$ cat config.mk
export PLATFORM = sky130hd
export DESIGN_NAME = wb_stage
export DESIGN_NICKNAME = d
export VERILOG_FILES = /design/src/rtl/pipe_pkg.sv /design/src/rtl/mem_wb_reg.sv /design/src/rtl/wb_stage.sv
export SDC_FILE = /design/constraint.sdc
export NUM_CORES = 1
export LEC_CHECK = 0
export BUFFER_PORTS_ARGS = -buffer_cell sky130_fd_sc_hd__buf_2
export CORE_AREA = 8 8 85 87
export CTS_BUF_LIST = sky130_fd_sc_hd__clkbuf_2
export DETAILED_ROUTE_END_ITERATION = 6
export DIE_AREA = 0 0 93 95
export PLACE_DENSITY = 0.76
export SLEW_MARGIN = 25
export SYNTH_ARGS = -nofsm -noshare
export SYNTH_HDL_FRONTEND = slang
export SYNTH_HIERARCHICAL = 1
export SYNTH_SLANG_ARGS = --single-unit
export TNS_END_PERCENT = 50
$ cat constraint.sdc
create_clock -name clk -period 1.6 [get_ports clk]
set_input_delay 0 -clock clk [delete_from_list [all_inputs] [get_ports clk]]
set_output_delay 0 -clock clk [all_outputs]
set_load 0.02 [all_outputs]
$ cat src/rtl/pipe_pkg.sv
// Shared types and constants for the 16-bit pipeline: writeback select,
// writeback FSM states and the MEM/WB register layout.
package pipe_pkg;

   localparam int ARQ           = 16;
   localparam int REG_ADDR_SIZE = 4;

   typedef enum logic {
      WB_ALU = 1'b0,
      WB_MEM = 1'b1
   } wb_sel_t;

   typedef enum logic {
      RUN,
      HALTED
   } wb_state_t;

   typedef struct packed {
      wb_sel_t                  sel;
      logic                     we;
      logic                     valid;
      logic                     halt;
      logic [REG_ADDR_SIZE-1:0] rd;
      logic [ARQ-1:0]           alu;
      logic [ARQ-1:0]           mem;
   } mem_wb_t;

endpackage

$ cat src/rtl/mem_wb_reg.sv
// MEM/WB pipeline register: reset and flush load a bubble, stall holds,
// otherwise the MEM-stage bundle is captured every cycle.
module mem_wb_reg
   import pipe_pkg::*;
(
   input  logic    clk,
   input  logic    rst,
   input  logic    stall,
   input  logic    flush,
   input  mem_wb_t d_i,
   output mem_wb_t q_o
);

   mem_wb_t reg_q;
   mem_wb_t reg_d;

   // Flush outranks stall so a squashed instruction never lingers in WB.
   always_comb begin
      reg_d = reg_q;
      if (flush) begin
         reg_d = '0;
      end else if (!stall) begin
         reg_d = d_i;
      end
   end

   always_ff @(posedge clk) begin
      if (rst) begin
         reg_q <= '0;
      end else begin
         reg_q <= reg_d;
      end
   end

   assign q_o = reg_q;

endmodule

$ cat src/rtl/wb_stage.sv
// Writeback stage: MEM/WB register, writeback mux, register-file write port,
// forwarding tap to EX, retire counter and a sticky halt FSM.
module wb_stage #(
   parameter int ARQ           = 16,
   parameter int REG_ADDR_SIZE = 4,
   parameter int CNT_W         = 16
) (
   input  logic                     clk,
   input  logic                     rst,
   input  logic                     stall,
   input  logic                     flush,
   input  logic                     wb_mux_contrl,
   input  logic                     wb_enable_wb_in,
   input  logic                     pc_en_wb_in,
   input  logic                     halt_wb_in,
   input  logic [REG_ADDR_SIZE-1:0] rd_wb_in,
   input  logic [ARQ-1:0]           alu_result_wb_in,
   input  logic [ARQ-1:0]           mem_result_wb_in,
   output logic [ARQ-1:0]           wb_result_out,
   output logic                     wr_reg_en,
   output logic [REG_ADDR_SIZE-1:0] wr_reg_addr,
   output logic                     pc_en,
   output logic                     fwd_valid,
   output logic [REG_ADDR_SIZE-1:0] fwd_addr,
   output logic [ARQ-1:0]           fwd_data,
   output logic [CNT_W-1:0]         retired_count,
   output logic                     halted
);

   pipe_pkg::mem_wb_t   mem_in;
   pipe_pkg::mem_wb_t   mw;
   pipe_pkg::wb_state_t state_q;
   pipe_pkg::wb_state_t state_d;
   logic [CNT_W-1:0]    count_q;
   logic [CNT_W-1:0]    count_d;
   logic                retire;

   assign mem_in = '{
      sel:   pipe_pkg::wb_sel_t'(wb_mux_contrl),
      we:    wb_enable_wb_in,
      valid: pc_en_wb_in,
      halt:  halt_wb_in,
      rd:    rd_wb_in,
      alu:   alu_result_wb_in,
      mem:   mem_result_wb_in
   };

   mem_wb_reg u_mem_wb_reg (
      .clk   (clk),
      .rst   (rst),
      .stall (stall),
      .flush (flush),
      .d_i   (mem_in),
      .q_o   (mw)
   );

   // A held instruction must not retire while stalled, or it would retire twice.
   assign retire        = mw.valid && (state_q == pipe_pkg::RUN) && !stall;
   assign wb_result_out = (mw.sel == pipe_pkg::WB_MEM) ? mw.mem : mw.alu;
   assign wr_reg_en     = retire && mw.we && (mw.rd != '0);
   assign wr_reg_addr   = mw.rd;
   assign pc_en         = retire;

   assign fwd_valid     = wr_reg_en;
   assign fwd_addr      = wr_reg_addr;
   assign fwd_data      = wb_result_out;

   assign retired_count = count_q;
   assign halted        = (state_q == pipe_pkg::HALTED);

   // HALT retires in its own cycle; everything after it is architecturally dead.
   always_comb begin
      state_d = state_q;
      count_d = count_q;
      if (retire) begin
         count_d = count_q + CNT_W'(1);
         if (mw.halt) begin
            state_d = pipe_pkg::HALTED;
         end
      end
   end

   always_ff @(posedge clk) begin
      if (rst) begin
         state_q <= pipe_pkg::RUN;
         count_q <= '0;
      end else begin
         state_q <= state_d;
         count_q <= count_d;
      end
   end

endmodule

Yosys cells after proc, flatten, opt, wreduce, memory -nomap -nowiden
Index checks and enable logic that the tools add are counted.

operators by class
  add/subtract/negate cells = 1
  mux-type cells = 1
  bitwise logic cells = 1
  reduce and logical (&&, ||, !) cells = 8

operators by type and width
  operator                                                         number
  16-bit by 1-bit adder with 16-bit output, second input constant  1
  16-bit two-way mux                                               1
  1-bit logical AND                                                4
  4-bit nonzero test                                               1
  2-bit AND reduction                                              1
  2-bit OR reduction                                               1
  1-bit zero test                                                  1
  1-bit inverter                                                   1

word-level totals
  flip-flop bits (word level) = 57
  output and inout port bits = 60
  word-level logic and storage cells = 20

Depth between registers and ports, before layout
Gate-level depths: netlist (run 1).

  word-level depth = 5
  depth in mapped cells = 5

Cells and area by module
The synthesis (run 1) kept the hierarchy.

by module, submodules not included
  module      instances  cells each  area each (sq um)  sequential area each (sq um)
  mem_wb_reg  1          131         1442.6             800.8
  wb_stage    1          124         1116.1             340.3

Worst setup path before layout (run 1)
OpenSTA, ideal clock, no wires.

  path kind = register to register
  start = reg count_q[2], in the netlist retired_count[2]
  end = reg count_q[15], in the netlist retired_count[15]
  library setup time = 0.121 ns
  arrival = 1.601 ns
  path slack = -0.121 ns
  stages on the path, launching flop included = 6
  path buffers = 1
  clock period less this slack = 1.721 ns
  cells stage by stage = dfxtp_1 -> nor4bb_1 -> buf_4 -> nand3_4 -> nor4_1 -> mux2_2

on the way
  longest elaborated chain between the ends = 1

ends and longest elaborated chain
  item                                      RTL line        source
  start, declared                           wb_stage.sv:34  logic [CNT_W-1:0] count_q;
  start signal, assigned                    wb_stage.sv:89  count_q <= count_d;
  16-bit by 1-bit adder with 16-bit output  wb_stage.sv:76  count_d = count_q + CNT_W'(1);

No other way between the ends.
A chain may end at the register's enable or synchronous reset.

Worst setup path in the final report (run 1)
  start = reg state_q, in the netlist halted
  end = out wr_reg_en

on the way
  longest elaborated chain between the ends = 5

ends and longest elaborated chain
  item                             RTL line        source
  start, declared                  wb_stage.sv:32  pipe_pkg::wb_state_t state_q;
  start signal, assigned           wb_stage.sv:85  state_q <= pipe_pkg::RUN;
  start signal, assigned           wb_stage.sv:88  state_q <= state_d;
  1-bit inverter                   wb_stage.sv:58  assign retire = mw.valid && (state_q == pipe_pkg::RUN) && !stall;
  1-bit logical AND (2 in series)  wb_stage.sv:58
  1-bit logical AND (2 in series)  wb_stage.sv:60  assign wr_reg_en = retire && mw.we && (mw.rd != '0);
  end, declared                    wb_stage.sv:20  output logic wr_reg_en,

No other way between the ends.

==> results of run 1 <==
## metrics by stage
step	hold WS, ns	area [um2]	TNS [ns]
6_report	0.0793	3740	-0.120
5_1_grt	0.0670	3740	-0.873
4_1_cts	0.000851	3600	-0.217
3_5_place_dp	0.237	3040	-0.0270
3_3_place_gp	0.228	3040	0
2_1_floorplan	0.0725	2570	-0.0282
## routing by layer
metal,track usage (%),vias to the layer above,share of wire (%)
li1,-,1127,-
met1,16.6,1074,40
met2,28.2,76,50
met3,5.95,16,7.3
met4,8.19,0,2.1
met5,0,-,0
## area by class of cell
class	count	area share, %
clock buffer	11	1.47
clock inverter	5	1.24
inverter	3	0.301
multi-input combinational	159	32.5
sequential	57	30.7
tap	75	2.51
timing repair buffer	166	31.3
## kinds of logic after synthesis
group                      count (synthesis)  share of synthesized area, %
muxes                                     58                          23.5
DFF                                       57                          44.6
AOI/OAI and AO/OA                         11                          2.40
and+or+nand+nor                           80                          15.1
buffers and inverters                     39                          10.8
adders and majority gates                  1                         0.489
xor gates and xnor gates                   9                          3.08
## power breakdown
| group | leakage, nW | switching (mW) | internal, mW |
|---|---|---|---|
| logic | 1.31 | 0.192 | 0.223 |
| registers | 0.466 | 0.0193 | 1.45 |
| clock network | 0.0684 | 0.499 | 0.358 |
| total | 1.84 | 0.710 | 2.03 |
## flip-flops by register name, summed over array words and instances, names as in the netlist
name,flops
halted,1
retired_count,16
u_mem_wb_reg/q_o,40
## worst min path at each step
stage | slack (ns) | from | depth (start not counted) | end
2_1_floorplan | 0.07 | stall | 1 | pc_en
3_3_place_gp | 0.23 | rd_wb_in[3] | 3 | u_mem_wb_reg/q_o[35]$_SDFFE_PP0N_
3_5_place_dp | 0.24 | mem_result_wb_in[14] | 3 | u_mem_wb_reg/q_o[14]$_SDFFE_PP0N_
4_1_cts | 0.0009 | stall | 4 | u_mem_wb_reg/q_o[14]$_SDFFE_PP0N_
5_1_grt | 0.07 | stall | 4 | u_mem_wb_reg/q_o[14]$_SDFFE_PP0N_
6_report | 0.08 | stall | 4 | u_mem_wb_reg/q_o[13]$_SDFFE_PP0N_
## worst max-delay path: cells and delay by family, from the launching register on
kind / cells / cell delay (ns)
simple gates: 2 / 0.56
flops: 1 / 0.37
buf+inv: 2 / 0.27
## cells in the final DEF, fill, tap and decap left out, types with 2 or more instances in the layout
cell           netlist  final
buf_2                1     92
nor2_1              52     52
dfxtp_1             57     51
mux2i_1             41     41
dlygate4sd3_1        0     41
buf_4               26     24
mux2_2              17     13
clkbuf_2             1     11
xor2_1               7      7
nand4_1              6      6
buf_6                4      6
dfxtp_2              0      5
mux2_4               0      4
a21oi_1              5      4
nand2_1              3      3
nand3_1              3      3
or3_1                3      3
inv_1                3      3
clkinv_1             0      3
or4_4                0      2
o31ai_1              2      2
o21ai_0              3      2
## what timing repair did
item	in CTS	in global routing
setup endpoints to repair	32	29
hold buffers	41	0
setup buffers	2	4
endpoints found under the hold margin	56	0
gates cloned	0	1
pin swaps	2	11
gates resized for setup	12	24
==> results.md, run 1 <==
* DR vias at about 2300
* Setup WS pre-CTS at -0.0209 ns
* Die ar. at around 0.0088 mm2
* Reg2reg setup slack at approximately 0.02 ns
* Layout Nets at 441
* Critical Path End: wr_reg_en
* Fin util at 64.4%
* Mapped Area at roughly 0.0026 mm2
* Final WS setup at -0.0604 ns
* Vias in the first global route at 2371
* Drt initial violations at 43
* CP startpoint kind: flip-flop
* Area leader, netlist: dfxtp_1
* Path depth of the worst reg2reg path at 7
* Skew final at 0.0208 ns
* Post-placement cell count at roughly 410
* Largest stage delay, worst path at 0.37 ns
* Status: finished with violations
* Area contributors post-synth: dfxtp_1, mux2i_1, buf_4
* Maximum clock insertion buffer count at 2
* YS warnings at 6
* Root Buffer: clkbuf_2
* Rel. slew slack at 61.4%
* Reg-to-Reg Start: halted$_SDFFE_PP0P_
* Htree depth at 3
* Area Overhead vs Synth at 46.4%
* Gr usage total at 16.1%
* # rows at 28
* Cells after Synth at roughly 260
* Initial antenna violation count at 0
* Slew @ Worst Pin at roughly 0.58 ns
* Area occupied by multi-input gates at between 0.001 and 0.0015 mm2
* Yosys cell types at 32
* Detailed Route WL at 7.25 mm
* Main synth FF type: dfxtp_1
* Synth Area per Inst at between 10 and 15 um2
* Total CTS buffers at 9
* Max-cap viol count at 0
* DRT Pass-1 Iters at 4
* # port buffers at 103
* Final hold vios at 0
* Layout Cells excl Fill at roughly 480
* Clock-pin transition on the worst setup and hold timing paths at around 0.16 ns
* Core ar. at between 0.005 and 0.006 mm2
* Chip height at about 95 um
* Fraction of final layout cells sized beyond drive strength 1 at between 40 and 50%
* CP arrival at ~1.7 ns
* Reg area at 0.00115 mm2
* Most frequent cells after synthesis: dfxtp_1, nor2_1, mux2i_1
* CTS tree: done
* RSZ-0062 raised after global routing: yes
* Leakage at 1.84 nW
* Final HPWL DP at ~4.5 mm
* Most frequent cell after synthesis: dfxtp_1
* Initial core utilization at approximately 44%
* Tot Pwr at 2.74 mW
* GR Overflow Total at 0
* Wire per inst at roughly 15 um
* CP endpoint kind: output port
* Worst skew pair latency at between 0.4 and 0.5 ns
* Flop and latch count out of synthesis at 57
* Post-route minimum period at 1.66 ns
* Avg Vias per Cell at just under 5
* Critical Path RT at between 1.5 and 2 ns
* Worst IR drop on VDD at about 0.50 mV
* Slowest cell on crit path: dfxtp_2
* Failing checks: negative setup slack
* Io pins at 104
* # fillers at 486
* Worst min path class: input port to flip-flop
* N_diodes at 0
* Tcrit/Tclk final at 104%
* Crit-path cells: buf_4 > nor3b_4 > and3_4 > buf_6
* First-pass GRT wire length at ~11 mm
* Crit Path Class: flip-flop to output port
* Largest net degree at the start of global routing at just over 40
* CP Max Fanout at 5
* Yosys top cell area share at roughly 45%
* Async set-reset flop share out of synthesis at 0%
* DRC at 0
* Chip width at around 93 um
* Pwr/cell area at approximately 730 mW/mm2
* Final setup vio count at 2
* Post-synth EDFFs at 0
* Reg-to-Reg End: retired_count[12]$_SDFFE_PP0N_
* DRT antenna net count at 0
* Setup crit start: halted$_SDFFE_PP0P_
* Register area share after synthesis at 44.6%
* Fmax at roughly 0.6 GHz
* Net Count, Synth at 300
* GPL Wtd Cong at ~0.8
* Pins Over Slew Limit at 0
* Clk sinks at 57
Power figures use the tool's default switching activity.
==> inputs of run 2 (changes only) <==
--- a/config.mk
+++ b/config.mk
@@ -10,7 +10,8 @@
 export CTS_BUF_LIST = sky130_fd_sc_hd__clkbuf_2
 export DETAILED_ROUTE_END_ITERATION = 6
 export DIE_AREA = 0 0 93 95
-export PLACE_DENSITY = 0.76
+export GPL_ROUTABILITY_DRIVEN = 0
+export PLACE_DENSITY = 0.81
 export SLEW_MARGIN = 25
 export SYNTH_ARGS = -nofsm -noshare
 export SYNTH_HDL_FRONTEND = slang
==> results.md, run 2 (synthesized netlist as in run 1, its figures left out) <==
* DR vias at between 2000 and 2500
* # fillers at 493
* Most common cell after layout, fill and taps aside: buf_2
* GR Overflow Total at 0
* Post-route minimum period at 1.65 ns
* Met1 usage in global routing at 17.9%
* Clock-pin transition on the worst setup and hold timing paths at between 0.15 and 0.2 ns
* Worst skew pair latency at 0.44 ns
* Pwr/cell area at about 740 mW/mm2
* Status: finished with violations
* Flop pwr share at about 54%
* Initial core utilization at a little over two fifths
* Most frequent cells in the layout: buf_2, nor2_1, dfxtp_1, mux2i_1, dlygate4sd3_1
* Worst IR drop on VDD at roughly 0.48 mV
* Wire per inst at 15.5 um
* Final setup vio count at 5
* Top Usage Layer GRT: met2
* Slew @ Worst Pin at just under 0.6 ns
* CP startpoint kind: flip-flop
* Pint at between 2 and 2.5 mW
* Clk sinks at 57
* RSZ-0062 raised after global routing: yes
* Initial antenna violation count at 0
* Chip height at 95 um
* Critical Path RT at about 2.0 ns
* GRT met2 Usage at between 20 and 30%
* Maximum clock insertion buffer count at 2
* Combinational power share at about 15%
* Core ar. at roughly 0.0058 mm2
* Routing usage on met3 at 6.03%
* Setup crit start: u_mem_wb_reg/q_o[37]$_SDFFE_PP0N_
* Area occupied by multi-input gates at approximately 0.0012 mm2
* Detailed Route WL at between 7 and 8 mm
* Fmax at 0.605 GHz
* CP endpoint kind: flip-flop
* Worst Hold End: u_mem_wb_reg/q_o[30]$_SDFFE_PP0N_
* Drt initial violations at 75
* Reg-to-Reg Start: u_mem_wb_reg/q_o[37]$_SDFFE_PP0N_
* Hold depth at 4
* Setup tns final at -0.165 ns
* Skew final at between 0.02 and 0.03 ns
* Area Overhead vs Synth at 43.4%
* Htree depth at 3
* First-pass GRT wire length at between 10 and 15 mm
* Die ar. at a little under 0.009 mm2
* Fin util at a little over three fifths
* Final HPWL DP at around 4.6 mm
* CP Max Fanout at 6
* Total CTS buffers at 9
* Final hold vios at 0
* Chip width at ~93 um
* Setup WS pre-CTS at -0.0742 ns
* Rel. slew slack at 61.4%
* Failing checks: negative setup slack
* Worst min path class: input port to flip-flop
* Leakage at around 1.8 nW
* Vias in the first global route at around 2500
* Switching share of power at a little over a quarter
* Crit Path Class: flip-flop to flip-flop
* Hold WS at 0.0967 ns
* # port buffers at between 100 and 150
* Io pins at about 100
* Pins Over Slew Limit at 0
* Reg area at between 0.001 and 0.0015 mm2
* Max-cap viol count at 0
* DRT Pass-1 Iters at 4
* Gr usage total at 16.7%
* Root Buffer: clkbuf_2
* Tcrit/Tclk final at 103%
* CTS tree: done
* DRC at 0
* DRT antenna net count at 0
* Reg2reg setup slack at -0.05 ns
* Hold wc startpoint: stall
* Reg-to-Reg End: retired_count[14]$_SDFFE_PP0N_
* Clock power frac at between 30% and 40%
* Fraction of final layout cells sized beyond drive strength 1 at ~43%
* N_diodes at 0
* Largest net degree at the start of global routing at 41
* Path depth of the worst reg2reg path at 6
* CP arrival at 2.05 ns
* # rows at 28
* Max reg flops at 40
* Layout Nets at ~440
* Avg Vias per Cell at ~4.8
* Tot Pwr at approximately 2.7 mW
* NetSw at 0.717 mW
* Final WS setup at -0.0539 ns
## run 2: cell count changes in the layout (fill, tap and decap cells not counted), sizes merged
cell    delta
clkbuf     -3
## run 2: worst max path at each step
stage / endpoint / slack (ns)
finish: retired_count[14]$_SDFFE_PP0N_ / -0.05
global route: wr_reg_en / -0.12
CTS: fwd_valid / -0.07
detailed placement: retired_count[14]$_SDFFE_PP0N_ / -0.07
global placement: retired_count[15]$_SDFFE_PP0N_ / 0.02
floorplan: retired_count[15]$_SDFFE_PP0N_ / -0.03
## run 2: power by group through the flow
stage               clock [mW]  sequential (mW)  combinational [mW]
global route             0.947             1.48               0.435
global placement             0             1.50               0.303
floorplan                    0             1.50               0.223
finish                   0.853             1.47               0.404
CTS                      0.881             1.47               0.395
detailed placement           0             1.50               0.310
## run 2: area by class of cell
class,count,share of cell area [%]
Multi-Input combinational cell,159,33.0
Sequential cell,57,31.3
Timing Repair Buffer,164,30.2
Tap cell,75,2.56
Clock buffer,10,1.36
Clock inverter,5,1.30
Inverter,3,0.307
## run 2: per-stage QoR
| step | cells | instance area [um2] |
|---|---|---|
| floorplan | 255 | 2570 |
| global placement | 412 | 3020 |
| detailed placement | 412 | 3020 |
| CTS | 470 | 3590 |
| global route | 473 | 3670 |
| finish | 473 | 3670 |
## run 2: timing repair
item	CTS	global route
pin swaps	3	8
endpoints found under the setup margin	24	31
hold buffers	41	0
setup buffers	2	3
gates resized for setup	12	13
hold endpoints to repair	50	0
## run 2: routing by layer
metal / wire [um] / vias up
met5: 0 / -
met2: 3710 / 93
met4: 101 / 0
li1: - / 1123
met3: 500 / 10
met1: 3010 / 1052
## run 2: critical path: stages, from the launching register on
cell      delay [ns]
dfxtp_2         0.36
nor4bb_4        0.27
buf_4           0.17
buf_6           0.11
nand4_1         0.16
or3_4           0.41
a21oi_2         0.13
==> inputs of run 3 (changes only) <==
--- a/config.mk
+++ b/config.mk
@@ -6,15 +6,14 @@
 export NUM_CORES = 1
 export LEC_CHECK = 0
 export BUFFER_PORTS_ARGS = -buffer_cell sky130_fd_sc_hd__buf_2
-export CORE_AREA = 8 8 85 87
+export CORE_AREA = 8 8 107 70
 export CTS_BUF_LIST = sky130_fd_sc_hd__clkbuf_2
 export DETAILED_ROUTE_END_ITERATION = 6
-export DIE_AREA = 0 0 93 95
+export DIE_AREA = 0 0 115 78
 export GPL_ROUTABILITY_DRIVEN = 0
-export PLACE_DENSITY = 0.81
+export PLACE_DENSITY = 0.82
 export SLEW_MARGIN = 25
 export SYNTH_ARGS = -nofsm -noshare
 export SYNTH_HDL_FRONTEND = slang
 export SYNTH_HIERARCHICAL = 1
 export SYNTH_SLANG_ARGS = --single-unit
-export TNS_END_PERCENT = 50
==> results.md, run 3 (synthesized netlist as in run 1, its figures left out) <==
* Critical Path RT at about 1.6 ns
* Leakage at 1.90 nW
* Slowest cell on crit path: or4_4
* Die ar. at around 0.009 mm2
* Skew final at roughly 0.016 ns
* Final instance area at 0.00394 mm2
* Tot Pwr at between 2 and 3 mW
* Hold WS at ~0.11 ns
* Status: finished with violations
* Largest net degree at the start of global routing at 42
* Layout Nets at around 450
* Post-route minimum period at around 1.6 ns
* DRC at 0
* Io pins at 104
* Final hold vios at 0
* Layout Cells excl Fill at around 500
* Crit-path cells: or4_4 > and3_4 > buf_6
* Wire per inst at between 15 and 20 um
* Failing checks: negative setup slack
* # port buffers at ~100
* Fmax at around 0.6 GHz
* Largest stage delay, worst path at around 0.52 ns
* Placed instance area at slightly above 0.003 mm2
* Most frequent cells in the layout: buf_2, nor2_1, dfxtp_1, dlygate4sd3_1, mux2i_1
* RSZ-0062 raised after global routing: yes
* Rel. slew slack at approximately 55%
* Core ar. at just under 0.006 mm2
* Avg Vias per Cell at 4.79
* Pins Over Slew Limit at 0
* Slew @ Worst Pin at ~0.68 ns
* Most common cell after layout, fill and taps aside: buf_2
* Worst skew pair latency at between 0.4 and 0.5 ns
* CTS tree: done
* Worst min path class: input port to flip-flop
* DR vias at 2335
* CP startpoint kind: flip-flop
* Clock-pin transition on the worst setup and hold timing paths at about 0.15 ns
* Setup WS pre-CTS at -0.0755 ns
* Root Buffer: clkbuf_2
* Post-placement cell count at roughly 420
* Total CTS buffers at 9
* N_diodes at 0
* Worst IR drop on VDD at between 0.4 and 0.5 mV
* GR Overflow Total at 0
* Vias in the first global route at 2494
* Setup tns final at -0.0308 ns
* Reg area at approximately 0.0011 mm2
* Maximum clock insertion buffer count at 2
* Chip height at roughly 78 um
* Tcrit/Tclk final at 101%
* Max-cap viol count at 0
* Area Overhead vs Synth at 53.9%
* Initial core utilization at 43.4%
* CP endpoint kind: output port
* Area occupied by multi-input gates at 0.00126 mm2
* Chip width at between 100 and 150 um
* Final WS setup at -0.0169 ns
* CP arrival at approximately 1.6 ns
* Htree depth at 3
* Fraction of final layout cells sized beyond drive strength 1 at a little over two fifths
* Max reg flops at 40
* DRT Pass-1 Iters at 6
* Clk sinks at 57
* Crit Path Class: flip-flop to output port
* Pwr/cell area at roughly 700 mW/mm2
* Detailed Route WL at roughly 8 mm
* Gr usage total at 16.3%
* Drt initial violations at 97
* DRT antenna net count at 0
* Final HPWL DP at 4.86 mm
* # fillers at ~450
* # rows at 22
* CP Max Fanout at 2
* First-pass GRT wire length at about 12 mm
* Initial antenna violation count at 0
* Final setup vio count at 2
* Fin util at around 67%
run 3: cell types whose count changed in the layout (fill, tap and decap cells not counted), moves of 4 or more:
cell and delta:
mux2_4 +17, buf_2 -23, dlygate4sd3_1 +4, buf_4 +7, buf_6 +16, mux2_2 -17
run 3: layout make-up:
class / count / area share [%]
multi-input cells: 159 / 32.0
well taps: 84 / 2.67
clock buffers: 9 / 1.14
repair buffers: 170 / 33.4
flip-flops and latches: 57 / 29.2
inverters: 3 / 0.286
clock inverters: 5 / 1.24
run 3: repair_timing:
action | CTS | global route
gates resized for setup | 14 | 64
hold buffers | 45 | 0
pin swaps | 5 | 4
endpoints found under the setup margin | 40 | 41
buffers inserted | 4 | 1
hold endpoints to repair | 56 | 0
cloned | 0 | 2
run 3: layer usage:
| metal | GRT usage, % | up-vias | part of all wire, % | routed length (um) |
|---|---|---|---|---|
| met5 | 0 | - | 0 | 0 |
| met4 | 5.08 | 0 | 0.82 | 64 |
| met3 | 7.03 | 6 | 7.7 | 597 |
| met2 | 26.8 | 94 | 48 | 3750 |
| met1 | 18.7 | 1098 | 43 | 3360 |
| li1 | - | 1137 | - | - |
run 3: critical path: cells and delay by family, from the launching register on:
kind                   cells  cell delay (ns)
AND/OR/NAND/NOR            2             0.70
flip-flops                 1             0.35
buffers and inverters      1             0.13
run 3: final timing paths:
kind                                                   startpoint                                 to  slack [ns]  cells after the start
worst max-delay path            u_mem_wb_reg/q_o[33]$_SDFFE_PP0N_                          fwd_valid       -0.02                      3
worst min-delay path                                        stall      retired_count[0]$_SDFFE_PP0N_        0.11                      5
worst max register to register      retired_count[2]$_SDFFE_PP0N_     retired_count[15]$_SDFFE_PP0N_           0                      5
worst min register to register  u_mem_wb_reg/q_o[20]$_SDFFE_PP0N_  u_mem_wb_reg/q_o[20]$_SDFFE_PP0N_        0.52                      2
run 3: where the power goes:
part / total [mW] / switching, mW / internal [mW]
registers: 1.47 / 0.0215 / 1.45
logic: 0.451 / 0.200 / 0.251
clock network: 0.818 / 0.486 / 0.333
total: 2.74 / 0.707 / 2.04
